### src/rtl/backscatter_pkg.sv
// Shared types and helpers for the backscatter modulator.
package backscatter_pkg;

   typedef enum logic [1:0] {StIdle, StDelay, StSend} state_e;

   localparam int unsigned RATE_W = 2;

   function automatic int unsigned cycles_per_bit(input int unsigned symbol_cycles,
                                                  input logic [RATE_W-1:0] rate);
      return symbol_cycles << rate;
   endfunction

endpackage

### src/rtl/trigger_sync_edge.sv
// Two-flop synchroniser for the excitation trigger plus a registered rising-edge pulse.
module trigger_sync_edge (
   input  logic clock,
   input  logic reset,
   input  logic trigger_signal,
   output logic start
);

   logic sync1_q, sync2_q, hist_q, start_q;
   logic start_d;

   always_comb start_d = sync2_q & ~hist_q;

   always_ff @(posedge clock or posedge reset) begin
      if (reset) begin
         sync1_q <= 1'b0;
         sync2_q <= 1'b0;
         hist_q  <= 1'b0;
         start_q <= 1'b0;
      end else begin
         sync1_q <= trigger_signal;
         sync2_q <= sync1_q;
         hist_q  <= sync2_q;
         start_q <= start_d;
      end
   end

   assign start = start_q;

endmodule

### src/rtl/backscatter_modulator.sv
// Backscatter modulator: after a trigger and start delay, shifts data words out LSB first as
// phase flips on a frequency-shift square wave, at a bit rate latched at trigger time.
module backscatter_modulator
   import backscatter_pkg::*;
#(
   parameter int unsigned DATA_WIDTH    = 8,
   parameter int unsigned SHIFT_HALF    = 2,
   parameter int unsigned SYMBOL_CYCLES = 100,
   parameter int unsigned START_DELAY   = 192,
   parameter int unsigned CNT_WIDTH     = 16
) (
   input  logic                  clock,
   input  logic                  reset,
   input  logic                  trigger_signal,
   input  logic [RATE_W-1:0]     rate_sel,
   input  logic [DATA_WIDTH-1:0] in_data,
   input  logic                  in_valid,
   output logic                  in_ready,
   output logic                  clock_out,
   output logic                  signal_into_switch,
   output logic [RATE_W-1:0]     output_data_rate,
   output logic                  busy
);

   localparam int unsigned IDX_W = (DATA_WIDTH > 1) ? $clog2(DATA_WIDTH) : 1;
   localparam logic [IDX_W-1:0]     LAST_IDX   = IDX_W'(DATA_WIDTH - 1);
   localparam logic [CNT_WIDTH-1:0] DELAY_LOAD = CNT_WIDTH'(START_DELAY - 1);
   localparam logic [CNT_WIDTH-1:0] PHASE_LOAD = CNT_WIDTH'(SHIFT_HALF - 1);

   state_e                state_q, state_d;
   logic [CNT_WIDTH-1:0]  delay_cnt_q, delay_cnt_d;
   logic [CNT_WIDTH-1:0]  phase_cnt_q, phase_cnt_d;
   logic [CNT_WIDTH-1:0]  bit_cnt_q, bit_cnt_d;
   logic [IDX_W-1:0]      bit_idx_q, bit_idx_d;
   logic [DATA_WIDTH-1:0] shift_q, shift_d;
   logic [RATE_W-1:0]     rate_q, rate_d;
   logic                  clock_out_q, clock_out_d;
   logic                  sis_q, sis_d;
   logic                  busy_q, busy_d;
   logic                  start, delay_last, bit_last, word_last;
   logic [CNT_WIDTH-1:0]  bit_load;

   trigger_sync_edge u_trigger_sync_edge (
      .clock          (clock),
      .reset          (reset),
      .trigger_signal (trigger_signal),
      .start          (start)
   );

   assign bit_load   = CNT_WIDTH'(cycles_per_bit(SYMBOL_CYCLES, rate_q) - 1);
   assign delay_last = (delay_cnt_q == '0);
   assign bit_last   = (bit_cnt_q == '0);
   assign word_last  = bit_last && (bit_idx_q == LAST_IDX);

   always_comb begin
      state_d     = state_q;
      delay_cnt_d = delay_cnt_q;
      phase_cnt_d = phase_cnt_q;
      bit_cnt_d   = bit_cnt_q;
      bit_idx_d   = bit_idx_q;
      shift_d     = shift_q;
      rate_d      = rate_q;
      clock_out_d = 1'b0;
      in_ready    = 1'b0;

      unique case (state_q)
         StIdle: begin
            if (start) begin
               rate_d      = rate_sel;
               delay_cnt_d = DELAY_LOAD;
               state_d     = StDelay;
            end
         end
         StDelay: begin
            delay_cnt_d = delay_cnt_q - CNT_WIDTH'(1);
            if (delay_last) begin
               if (in_valid) begin
                  in_ready    = 1'b1;
                  shift_d     = in_data;
                  bit_idx_d   = '0;
                  bit_cnt_d   = bit_load;
                  phase_cnt_d = PHASE_LOAD;
                  clock_out_d = 1'b1;
                  state_d     = StSend;
               end else begin
                  state_d = StIdle;
               end
            end
         end
         StSend: begin
            // The wave free-runs across word boundaries; only leaving SEND stops it.
            if (phase_cnt_q == '0) begin
               phase_cnt_d = PHASE_LOAD;
               clock_out_d = ~clock_out_q;
            end else begin
               phase_cnt_d = phase_cnt_q - CNT_WIDTH'(1);
               clock_out_d = clock_out_q;
            end
            if (word_last) begin
               if (in_valid) begin
                  in_ready  = 1'b1;
                  shift_d   = in_data;
                  bit_idx_d = '0;
                  bit_cnt_d = bit_load;
               end else begin
                  state_d     = StIdle;
                  clock_out_d = 1'b0;
               end
            end else if (bit_last) begin
               shift_d   = shift_q >> 1;
               bit_idx_d = bit_idx_q + IDX_W'(1);
               bit_cnt_d = bit_load;
            end else begin
               bit_cnt_d = bit_cnt_q - CNT_WIDTH'(1);
            end
         end
         default: state_d = StIdle;
      endcase

      // Switch drive is built from next-state values so wave and phase line up in one cycle.
      sis_d  = (state_d == StSend) ? (clock_out_d ^ shift_d[0]) : 1'b0;
      busy_d = (state_d != StIdle);
   end

   always_ff @(posedge clock or posedge reset) begin
      if (reset) begin
         state_q     <= StIdle;
         delay_cnt_q <= '0;
         phase_cnt_q <= '0;
         bit_cnt_q   <= '0;
         bit_idx_q   <= '0;
         shift_q     <= '0;
         rate_q      <= '0;
         clock_out_q <= 1'b0;
         sis_q       <= 1'b0;
         busy_q      <= 1'b0;
      end else begin
         state_q     <= state_d;
         delay_cnt_q <= delay_cnt_d;
         phase_cnt_q <= phase_cnt_d;
         bit_cnt_q   <= bit_cnt_d;
         bit_idx_q   <= bit_idx_d;
         shift_q     <= shift_d;
         rate_q      <= rate_d;
         clock_out_q <= clock_out_d;
         sis_q       <= sis_d;
         busy_q      <= busy_d;
      end
   end

   assign clock_out          = clock_out_q;
   assign signal_into_switch = sis_q;
   assign output_data_rate   = rate_q;
   assign busy               = busy_q;

endmodule

### config.mk
export PLATFORM = sky130hd
export DESIGN_NAME = backscatter_modulator
export DESIGN_NICKNAME = d
export VERILOG_FILES = /design/src/rtl/backscatter_pkg.sv /design/src/rtl/trigger_sync_edge.sv /design/src/rtl/backscatter_modulator.sv
export SDC_FILE = /design/constraint.sdc
export NUM_CORES = 1
export LEC_CHECK = 0
export CELL_PAD_IN_SITES_DETAIL_PLACEMENT = 0
export CELL_PAD_IN_SITES_GLOBAL_PLACEMENT = 2
export CORE_UTILIZATION = 30
export DETAILED_ROUTE_END_ITERATION = 6
export GPL_TIMING_DRIVEN = 0
export PLACE_DENSITY = 0.74
export REMOVE_ABC_BUFFERS = 1
export SKIP_CTS_REPAIR_TIMING = 1
export SLEW_MARGIN = 20
export SYNTH_ARGS = -nofsm -noshare
export SYNTH_HDL_FRONTEND = slang
export SYNTH_SLANG_ARGS = --single-unit
### constraint.sdc
create_clock -name clock -period 5 [get_ports clock]
set_input_delay 0.5 -clock clock [delete_from_list [all_inputs] [get_ports clock]]
set_output_delay 0.5 -clock clock [all_outputs]
set_load 0.02 [all_outputs]
After elaboration in Yosys (flattened, before gate mapping)
Cells that the tools add are included.

Bits in registers: 70. Logic and storage cells: 82.

Muxes and demuxes: 36. Bitwise operators: 4. Add/subtract/negate cells: 5. Equality and inequality tests: 8. Reductions and logical operators: 13. Shifts and indexed selects: 1.

Operator list (number): $mux 16 (8); $pmux 16 s2 (3); $sub 16x1->16 const B (4); $logic_not 16->1 (3); $mux 8 (4); $pmux 8 s2 (1); $shl 7x2->16 const A (1); $mux 3 (4); $mux 2 (5); $mux 1 (7); $pmux 2 s3 (1); $pmux 3 s2 (1); $reduce_and 2->1 (3); $reduce_and 3->1 (2); $reduce_bool 2->1 (3); $eq 2x2->1 const B (2); $ne 2x2->1 const B (2); $pmux 1 s2 (2); $add 3x1->3 const B (1); $eq 3x3->1 const B (1); $ne 3x3->1 const B (1); $eq 2x1->1 const B (1); $logic_not 2->1 (1); $ne 2x1->1 const B (1); 4 further kinds (5).

Longest topological paths before layout
Depth in word-level cells: 7. Mapped depth: 10.

Hierarchy
From an unflattened synthesis, not the netlist that was laid out.

Cells, all modules: 418. Area, all modules: 3976.3 um2.

By module, submodules not included: backscatter_modulator (cells an instance 412, area each 3858.7 um2, sequential area each 1651.6 um2, instances 1); trigger_sync_edge (cells an instance 6, area each 117.6 um2, sequential area each 100.1 um2, instances 1).

Worst setup path before layout
OpenSTA, ideal clock, no wires.

Path kind: reg2out. Start point: reg delay_cnt_q[0]. End point: out in_ready. Path buffers: 1. Data arrival time: 1.786 ns. Path slack: 2.714 ns. Required time: 4.500 ns. Cell stages (with the launch flop): 9. Cell sequence: dfrtp_1 > inv_1 > ha_1 > nor4b_1 > and4_1 > buf_2 > nand2_1 > a21oi_1 > and2_1.

Word-level cells in the longest chain between the ends: 3.

Ends and longest elaborated chain: from (decl) (line backscatter_modulator.sv:31) `logic [CNT_WIDTH-1:0] delay_cnt_q, delay_cnt_d;`; from (signal assigned) (line backscatter_modulator.sv:139) `delay_cnt_q <= delay_cnt_d;`; $logic_not 16->1 (line backscatter_modulator.sv:51) `assign delay_last = (delay_cnt_q == '0);`; $mux 1 (line backscatter_modulator.sv:76) `if (delay_last) begin`; $pmux 1 s2 (line backscatter_modulator.sv:66) `unique case (state_q)`; to (decl) (line backscatter_modulator.sv:18) `output logic in_ready,`.

No other way between the ends.

Worst setup path in the final report
Same ends and word-level chain as after synthesis.

==> flow_metrics.py <==
metrics = {
    "run_status": {
        "status": "complete, no violations",
    },
    "floorplanning": {
        "die_y_microns": 120,
        "initial_utilization": 0.311,
        "fp.coreArea_sq_um": 13400,
        "num_rows": 42,
        "die_x_microns": 120,
        "die_area_sq_um": 14400,
        "io_pins": 20,
    },
    "synthesis": {
        "netlist_area_sq_um": 4170,
        "synth.distinct_cells": 63,
        "ys_ff_latch": 70,
        "ys.flop_type": "dfrtp_1",
        "avgSynthCellArea_sq_um": 9.15,
        "synth-edff-count": 0,
        "synthCells": 456,
        "seq_area_frac_synth": 0.420,
        "yosysWarnings": 0,
        "async_flop_share": 1.00,
    },
    "routing": {
        "routedWlPerCell_microns": 15.8,
        "drc_errors": 0,
        "drtIter0Drc": 167,
        "via_per_inst": 5.23,
        "antenna_left": 0,
        "drt-total-wl_mm": 10.3,
        "first_pass_iters": 5,
        "vias": 3412,
    },
    "sta": {
        "finalClockSkew_ps": 7.99,
        "fin_hold_ws_ps": 349,
        "setup_viol": 0,
        "finalSetupTns_ps": 0,
        "period_minus_slack_ps": 3580,
        "grt_setup_unrepaired": "no",
        "tightest_slew_ps": 913,
        "final_max_slew_viol_count": 0,
        "finalHoldViolations": 0,
        "min_period_over_period": 0.716,
        "max_freq_mhz": 279,
        "slew_headroom": 0.383,
    },
    "cts": {
        "root_buffer": "clkbuf_16",
        "cts_made_buffers": 9,
        "cts_max_path_buffers": 2,
        "htree_levels": 3,
        "path_clk_slew_ps": 60,
        "cts_tree": "yes",
        "cts.sinks": 70,
        "clock_latency_ps": 350,
    },
    "power_and_ir_drop": {
        "power_density_nw_per_um2": 483,
        "peakVddDrop_mv": 0.186,
        "total_power_uw": 2350,
        "p_leak_uw": 0.00202,
    },
    "place": {
        "portBuffers": 19,
        "gp_congestion": 0.789,
        "dpl_cell_area_sq_um": 4540,
        "dp_hpwl_mm": 7.05,
    },
    "critical_path": {
        "worst_setup_path_start_kind": "flip-flop",
        "worstPathArrival_ps": 3080,
        "crit_fanout": 7,
        "cp.required_ps": 4500,
        "cp-end-kind": "output port",
        "worstSetupPathType": "reg -> out",
    },
    "job": {
        "maxCapViolCount": 0,
    },
    "finish": {
        "drive_above_1_share": 0.0734,
        "area_growth_pct": 16.5,
        "diodes": 0,
        "final_util": 0.362,
        "final_area_sq_um": 4860,
        "nFillCells": 1376,
        "final_nets": 503,
    },
    "min_path": {
        "hold_class": "reg -> reg",
    },
    "grt": {
        "antenna_found_initial": 0,
        "grt_usage": 0.156,
        "grt.overflow.total": 0,
        "first_global_vias": 3382,
        "grt_pass1_wl_mm": 17.4,
        "grt_start_max_net_pins": 37,
    },
}
-- worst max-delay path: stages (launching register included) --
cell	delay [ps]
dfrtp_1	420
inv_1	100
ha_1	150
nor4b_1	290
and4_1	420
nand2_1	260
a21oi_1	310
and2_1	170
clkdlybuf4s50_1	600
-- per-stage QoR --
step / std cells / setup WS (ps)
after floorplan: 441 / 2440
after detailed placement: 637 / 936
after global routing: 653 / 1170
after CTS: 653 / 1310
after global placement: 636 / 579
final: 653 / 1420
-- power by group --
group	switching [uW]	internal, uW	total, uW
Clock	255	438	693
Sequential	146	693	839
Combinational	509	307	816
-- cells by family (layout without fill, tap and decap cells) --
family,after synthesis,count (layout),synth area share
AOI/OAI and AO/OA,99,99,0.165
xor gates and xnor gates,29,29,0.0609
adders and majority gates,17,17,0.0510
buffers and inverters,39,60,0.0381
DFF,70,70,0.420
muxes,12,12,0.0294
and+or+nand+nor,190,190,0.236
-- layer usage --
layer  part of all wire  up-vias  GRT usage
met5                  0        -          0
met3              0.037       10     0.0352
li1                   -     1679          -
met4              0.015        0     0.0648
met2               0.45       57      0.239
met1               0.50     1666      0.211
-- cell usage after synthesis, types with 3 or more instances --
master | count | share of area
or3_1 | 4 | 0.0060
nand4_1 | 10 | 0.015
xor2_1 | 16 | 0.034
nor2_1 | 51 | 0.046
o41ai_1 | 5 | 0.011
dfrtp_1 | 70 | 0.42
xnor2_1 | 13 | 0.027
nand3b_1 | 3 | 0.0054
nor4b_1 | 6 | 0.013
o21ai_1 | 8 | 0.0096
nor3_1 | 18 | 0.022
a31oi_1 | 4 | 0.0060
o22ai_1 | 8 | 0.012
o21ai_0 | 17 | 0.020
ha_1 | 17 | 0.051
buf_2 | 4 | 0.0048
nand2_1 | 42 | 0.038
a2bb2oi_1 | 3 | 0.0063
nand3_1 | 25 | 0.030
nor2b_1 | 3 | 0.0045
nand2b_1 | 5 | 0.0075
nor4_1 | 7 | 0.011
a21oi_1 | 25 | 0.030
clkbuf_1 | 8 | 0.0072
inv_1 | 24 | 0.022
mux2i_1 | 10 | 0.024
-- path summary, 6_finish.rpt --
path / slack [ps] / to / from / depth (start not counted)
worst max-delay path: 1420 / in_ready / delay_cnt_q[0] / 8
worst min-delay path: 350 / u_trigger_sync_edge.sync2_q / u_trigger_sync_edge.sync1_q / 0
worst max register to register: 1730 / phase_cnt_q[5] / delay_cnt_q[0] / 8
worst min register to register: 350 / u_trigger_sync_edge.sync2_q / u_trigger_sync_edge.sync1_q / 0
max in group asynchronous: 3910 / bit_cnt_q[11] / reset / 3
min in group asynchronous: 520 / delay_cnt_q[1] / reset / 2
-- flip-flops by register name (all words and copies together) (netlist names), 2 cells and up --
name              cells
bit_cnt_q            16
delay_cnt_q          16
phase_cnt_q          16
shift_q               8
bit_idx_q             3
output_data_rate      2
state_q               2
-- cell usage in the layout (no fill, tap or decap), types with 4 or more instances in the layout --
master	Yosys	layout
nand3_1	25	25
a21oi_1	25	22
o21ai_1	8	8
o21ai_0	17	17
or3_1	4	4
mux2i_1	10	10
nor4_1	7	7
nand2_1	42	42
ha_1	17	17
nor4b_1	6	6
inv_1	24	23
clkdlybuf4s50_1	0	18
xor2_1	16	16
xnor2_1	13	13
nor2_1	51	51
nor3_1	18	18
a31oi_1	4	4
nand2b_1	5	5
dfrtp_1	70	70
o41ai_1	5	5
nand4_1	10	10
clkbuf_16	0	9
o22ai_1	8	8
-- layout make-up --
class | instances | area [sq um] | share of cell area
Clock buffer | 11 | 233 | 0.0479
Tap cell | 176 | 220 | 0.0453
Inverter | 24 | 92.6 | 0.0191
Multi-Input combinational cell | 347 | 2270 | 0.468
Sequential cell | 70 | 1750 | 0.361
Clock inverter | 5 | 83.8 | 0.0173
Timing Repair Buffer | 20 | 205 | 0.0422
Power figures use the tool's default switching activity.
